File: src/rtl/ex_div_ctrl.sv
// rtl/ex_div_ctrl.sv - iterative restoring divider controller for div.w/mod.w/div.wu/mod.wu
module ex_div_ctrl #(
    parameter int DIV_W = 32
) (
    input  logic             clk,
    input  logic             reset,
    input  logic             div_req_valid,
    output logic             div_req_ready,
    input  logic             div_signed,
    input  logic             div_is_mod,
    input  logic [DIV_W-1:0] div_src1,
    input  logic [DIV_W-1:0] div_src2,
    input  logic             div_flush,
    output logic             div_res_valid,
    input  logic             div_res_ready,
    output logic [DIV_W-1:0] div_result,
    output logic             div_busy
);

    localparam int CNT_W = $clog2(DIV_W);
    localparam logic [CNT_W-1:0] LAST_STEP = CNT_W'(DIV_W - 1);

    typedef enum logic [1:0] {
        IDLE = 2'd0,
        CALC = 2'd1,
        DONE = 2'd2
    } state_t;

    state_t             r_state;
    state_t             w_next;
    logic [CNT_W-1:0]   r_cnt;
    logic [DIV_W-1:0]   r_quo;
    logic [DIV_W:0]     r_rem;
    logic [DIV_W-1:0]   r_dvs;
    logic               r_neg_q;
    logic               r_neg_r;
    logic               r_mod;
    logic               r_zero;
    logic [DIV_W-1:0]   r_result;

    logic               w_accept;
    logic               w_last;
    logic               w_a_neg;
    logic               w_b_neg;
    logic [DIV_W-1:0]   w_a_abs;
    logic [DIV_W-1:0]   w_b_abs;
    logic [DIV_W:0]     w_rem_sh;
    logic [DIV_W:0]     w_diff;
    logic               w_qbit;
    logic [DIV_W:0]     w_rem_nx;
    logic [DIV_W-1:0]   w_quo_nx;
    logic [DIV_W-1:0]   w_q_fix;
    logic [DIV_W-1:0]   w_r_fix;

    assign div_req_ready = (r_state == IDLE) & ~reset;
    assign div_res_valid = (r_state == DONE);
    assign div_busy      = (r_state != IDLE);
    assign div_result    = r_result;

    assign w_accept = div_req_valid & div_req_ready & ~div_flush;
    assign w_last   = (r_state == CALC) && (r_cnt == LAST_STEP);

    // The most negative value negates to itself, which is its correct unsigned magnitude.
    assign w_a_neg = div_signed & div_src1[DIV_W-1];
    assign w_b_neg = div_signed & div_src2[DIV_W-1];
    assign w_a_abs = w_a_neg ? -div_src1 : div_src1;
    assign w_b_abs = w_b_neg ? -div_src2 : div_src2;

    // Dividend bits shift out of r_quo's top while quotient bits shift in at the bottom.
    assign w_rem_sh = {r_rem[DIV_W-1:0], r_quo[DIV_W-1]};
    assign w_diff   = w_rem_sh - {1'b0, r_dvs};
    assign w_qbit   = ~w_diff[DIV_W];
    assign w_rem_nx = w_qbit ? w_diff : w_rem_sh;
    assign w_quo_nx = {r_quo[DIV_W-2:0], w_qbit};

    assign w_q_fix = r_zero  ? {DIV_W{1'b1}} : (r_neg_q ? -w_quo_nx : w_quo_nx);
    assign w_r_fix = r_neg_r ? -w_rem_nx[DIV_W-1:0] : w_rem_nx[DIV_W-1:0];

    always_comb begin
        w_next = r_state;
        case (r_state)
            IDLE:    if (w_accept) w_next = CALC;
            CALC:    if (w_last) w_next = DONE;
            DONE:    if (div_res_ready) w_next = IDLE;
            default: w_next = IDLE;
        endcase
        if (div_flush) w_next = IDLE;
    end

    always_ff @(posedge clk) begin
        if (reset) begin
            r_state <= IDLE;
        end else begin
            r_state <= w_next;
        end
    end

    always_ff @(posedge clk) begin
        if (reset) begin
            r_cnt    <= '0;
            r_quo    <= '0;
            r_rem    <= '0;
            r_dvs    <= '0;
            r_neg_q  <= 1'b0;
            r_neg_r  <= 1'b0;
            r_mod    <= 1'b0;
            r_zero   <= 1'b0;
            r_result <= '0;
        end else if (div_flush) begin
            r_cnt    <= '0;
            r_result <= '0;
        end else begin
            case (r_state)
                IDLE: begin
                    if (w_accept) begin
                        r_cnt   <= '0;
                        r_quo   <= w_a_abs;
                        r_rem   <= '0;
                        r_dvs   <= w_b_abs;
                        r_neg_q <= w_a_neg ^ w_b_neg;
                        r_neg_r <= w_a_neg;
                        r_mod   <= div_is_mod;
                        r_zero  <= (div_src2 == '0);
                    end
                end
                CALC: begin
                    r_cnt <= r_cnt + 1'b1;
                    r_quo <= w_quo_nx;
                    r_rem <= w_rem_nx;
                    if (w_last) begin
                        r_result <= r_mod ? w_r_fix : w_q_fix;
                    end
                end
                DONE: begin
                    if (div_res_ready) r_result <= '0;
                end
                default: r_result <= '0;
            endcase
        end
    end

endmodule

File: config.mk
export PLATFORM = sky130hd
export DESIGN_NAME = ex_div_ctrl
export DESIGN_NICKNAME = d
export VERILOG_FILES = /design/src/rtl/ex_div_ctrl.sv
export SDC_FILE = /design/constraint.sdc
export NUM_CORES = 1
export LEC_CHECK = 0
export BUFFER_PORTS_ARGS = -buffer_cell sky130_fd_sc_hd__buf_2
export CORE_MARGIN = 4
export CORE_UTILIZATION = 55
export CTS_CLUSTER_DIAMETER = 50
export DETAILED_ROUTE_END_ITERATION = 6
export GPL_TIMING_DRIVEN = 0
export HOLD_SLACK_MARGIN = 0.06
export PLACE_DENSITY = 0.78
export SLEW_MARGIN = 10
export SYNTH_ARGS = -nofsm -noshare
export SYNTH_HDL_FRONTEND = slang
export SYNTH_SLANG_ARGS = --single-unit
File: constraint.sdc
create_clock -name clk -period 4.7 [get_ports clk]
set_input_delay 0.94 -clock clk [delete_from_list [all_inputs] [get_ports clk]]
set_output_delay 0.94 -clock clk [all_outputs]
set_load 0.1 [all_outputs]
==> impl_metrics.yaml <==
status:
  status: "finished, final reports clean"
die:
  fp.coreArea_sq_mm: 0.0202
  die_width_um: 151
  io_pins: 106
  rows: 52
  die_h_um: 151
  start_util_pct: 55.7
  die-area_sq_mm: 0.0229
clock_network:
  cts_tree: "built"
  clk_path_buf_depth: 2
  cts-root-buf: "clkbuf_16"
  insertion_delay_ps: 440
  cts_made_buffers: 17
  cts_sinks: 139
  h-tree-depth: 4
  clk_pin_slew_worst_paths_ps: 70
timing:
  slew_violations: 0
  hold_viol_final: 0
  period_minus_slack_ps: 4560
  min_period_over_period_pct: 97.1
  hold_ws_ps: 451
  tns_ps: 0
  maxSlewHeadroom_pct: 21.1
  fin_worst_skew_ps: 18.5
  worst_pin_slew_ps: 1170
  max_clock_freq_mhz: 219
  setup_viol: 0
placement:
  gp_congestion: 0.984
  port_buffers: 104
  dpl.hpwl_um: 32400
route:
  drc_errors: 0
  finalWirelength_um: 40800
  drtAntennaViolNets: 0
  drt_iter0_drc: 1282
  dr.pass1.iters: 5
  viasPerCell: 6.42
  wl_per_cell_um: 21.0
  vias: 12468
power:
  p_leak_nw: 4.97
  powerDensity_mw_per_mm2: 295
  total_power_mw: 3.81
  peakVddDrop_mv: 0.253
worst_setup_path:
  path_class: "reg2reg"
  cp.arrival_ps: 4920
  required_ps: 5060
  start_kind: "flop"
  crit_fanout: 10
  endpoint_kind: "flop"
run:
  maxCapViolations: 0
finish:
  post-route-util_pct: 63.9
  n_antenna_cell: 0
  nFillCells: 1887
  final_common_cell: "nor2_1"
  seqCellArea_sq_mm: 0.00279
  nNetsFinal: 1770
  multi_input_area_sq_mm: 0.00795
  drive_gt1_share_pct: 13.0
  layout_common_cells: "nor2_1 (176), dfxtp_1 (134), a21oi_1 (130)"
  syn_to_final_growth_pct: 14.7
logic_synthesis:
  yosys.area_share.adder_pct: 4.39
  muxShareOfSynthArea_pct: 4.27
  synth_warnings: 0
  synth_cell_type_count: 81
  synth-edff-count: 0
  ys_seq_area_share_pct: 24.7
  synth_async_sr_flop_share_pct: 0
  synth-xor-area-share_pct: 9.31
  ys_seq_elements: 139
  avgSynthCellArea_sq_um: 7.35
  synth_compound_gate_area_share_pct: 27.3
  syn_nets: 1644
  synth-simple-area-share_pct: 24.4
  syn_inst: 1534
  synth_ff_type: "dfxtp_1"
  synth_top_family_by_area: "compound AO/OA/AOI/OAI gates"
  synthesis.area_sq_mm: 0.0113
global_route:
  grt_pass1_wl_um: 62500
  grtUsageTotal_pct: 35.2
  grt_overflow: 0
  grt_pass1_vias: 11344
  antenna_found_initial: 0
  grt_max_degree: 20
min_path:
  hold_path_class: "reg2reg"
==> what timing repair did <==
action                     CTS  global route
gates resized for setup     21            24
setup buffers                5             1
cloned                       1             0
setup endpoints to repair   17            12
pin swaps                    4             7
hold buffers                 0             0
==> layout make-up <==
type,instances,share of cell area (%)
multi-input combinational,1239,61.5
sequential,139,21.6
buffer,99,3.67
clock inverter,15,1.16
timing repair buffer,111,4.62
tap,270,2.61
inverter,53,1.61
clock buffer,17,3.29
==> Yosys cell counts, types with 6 or more instances <==
cell type  count  area [sq um]
nor3_1        37           185
a22o_1         7          61.3
ha_1          38           475
xor2_1        62           543
a211oi_1      34           255
and3_1        15          93.8
nor3b_1        6          45.0
and2_1        14          87.6
a221oi_1       8          70.1
or4_1         15           113
nand3_1       41           205
nor4_1        19           119
o211ai_1      11          82.6
o21a_1         9          67.6
a31oi_1       23           144
mux2i_1       27           270
nor4b_1        6          52.6
or3_1         44           275
buf_2          9          45.0
a221o_1        6          60.1
a311oi_1       8          70.1
nor2b_1        8          50.1
o221ai_1       7          61.3
inv_1         52           195
dfxtp_1      139          2780
nand3b_1       9          67.6
xnor2_1       56           490
buf_1          6          22.5
o41ai_1       14           123
nand2b_1      10          62.6
o31ai_1       29           218
o21ai_0      113           566
clkbuf_1      82           308
mux2_2        15           169
a21o_1        14           105
nor2_1       177           664
nand4_1       15          93.8
or2_2          7          43.8
nand2_1      127           477
o2111ai_1      9          78.8
a21oi_1      133           666
==> critical path, cell delays in order (launching register included) <==
cell and delay (ps):
dfxtp_4 370, inv_1 70, ha_2 210, fa_2 360, nand2b_4 170, a21oi_4 170, o31a_1 240, a31o_1 260
o21ai_4 90, xnor2_4 240, buf_12 150, buf_4 220, buf_6 220, mux2i_1 480, o2111ai_1 320, nor3b_1 500
a21oi_1 170, a211oi_1 220
==> power by group <==
group / switching (mW) / leakage, nW / internal, mW / total (mW)
Sequential: 0.0363 / 1.13 / 1.21 / 1.25
Clock: 0.604 / 0.276 / 0.746 / 1.35
Combinational: 0.777 / 3.57 / 0.436 / 1.21
==> cells by family after synthesis <==
family,after synthesis
AOI/OAI and AO/OA,473
xor gates and xnor gates,119
adders and majority gates,39
buffers and inverters,156
DFF,139
muxes,45
and+or+nand+nor,563
==> sequential cells by signal (all words and copies together), names as in the netlist <==
register,flops
r_quo,32
r_state,2
r_neg_q,1
div_result,32
r_cnt,5
r_mod,1
r_rem,32
r_neg_r,1
r_zero,1
r_dvs,32
==> layer usage <==
layer	track usage, %	wire length, um
met2	50.7	17000
met5	0	0
met4	12.2	1350
met3	8.02	4300
met1	51.2	18100
==> worst paths after layout <==
check | from | endpoint | slack (ps) | cells after the start
setup / recovery | r_quo[31] | div_result[30] | 140 | 17
setup reg to reg | r_quo[31] | div_result[30] | 140 | 17
hold reg to reg | div_result[8] | div_result[8] | 450 | 1
hold / removal | div_result[8] | div_result[8] | 450 | 1
==> per-stage QoR <==
stage | cell area [sq um] | setup slack [ps] | instances
6_report | 12900 | 138 | 1943
5_1_grt | 12900 | -8.36 | 1943
4_1_cts | 12900 | 19.4 | 1943
3_5_place_dp | 12100 | -1140 | 1908
3_3_place_gp | 12100 | -1140 | 1908
2_1_floorplan | 11300 | 15.9 | 1534
No activity file was read; power rests on OpenSTA's default activity.
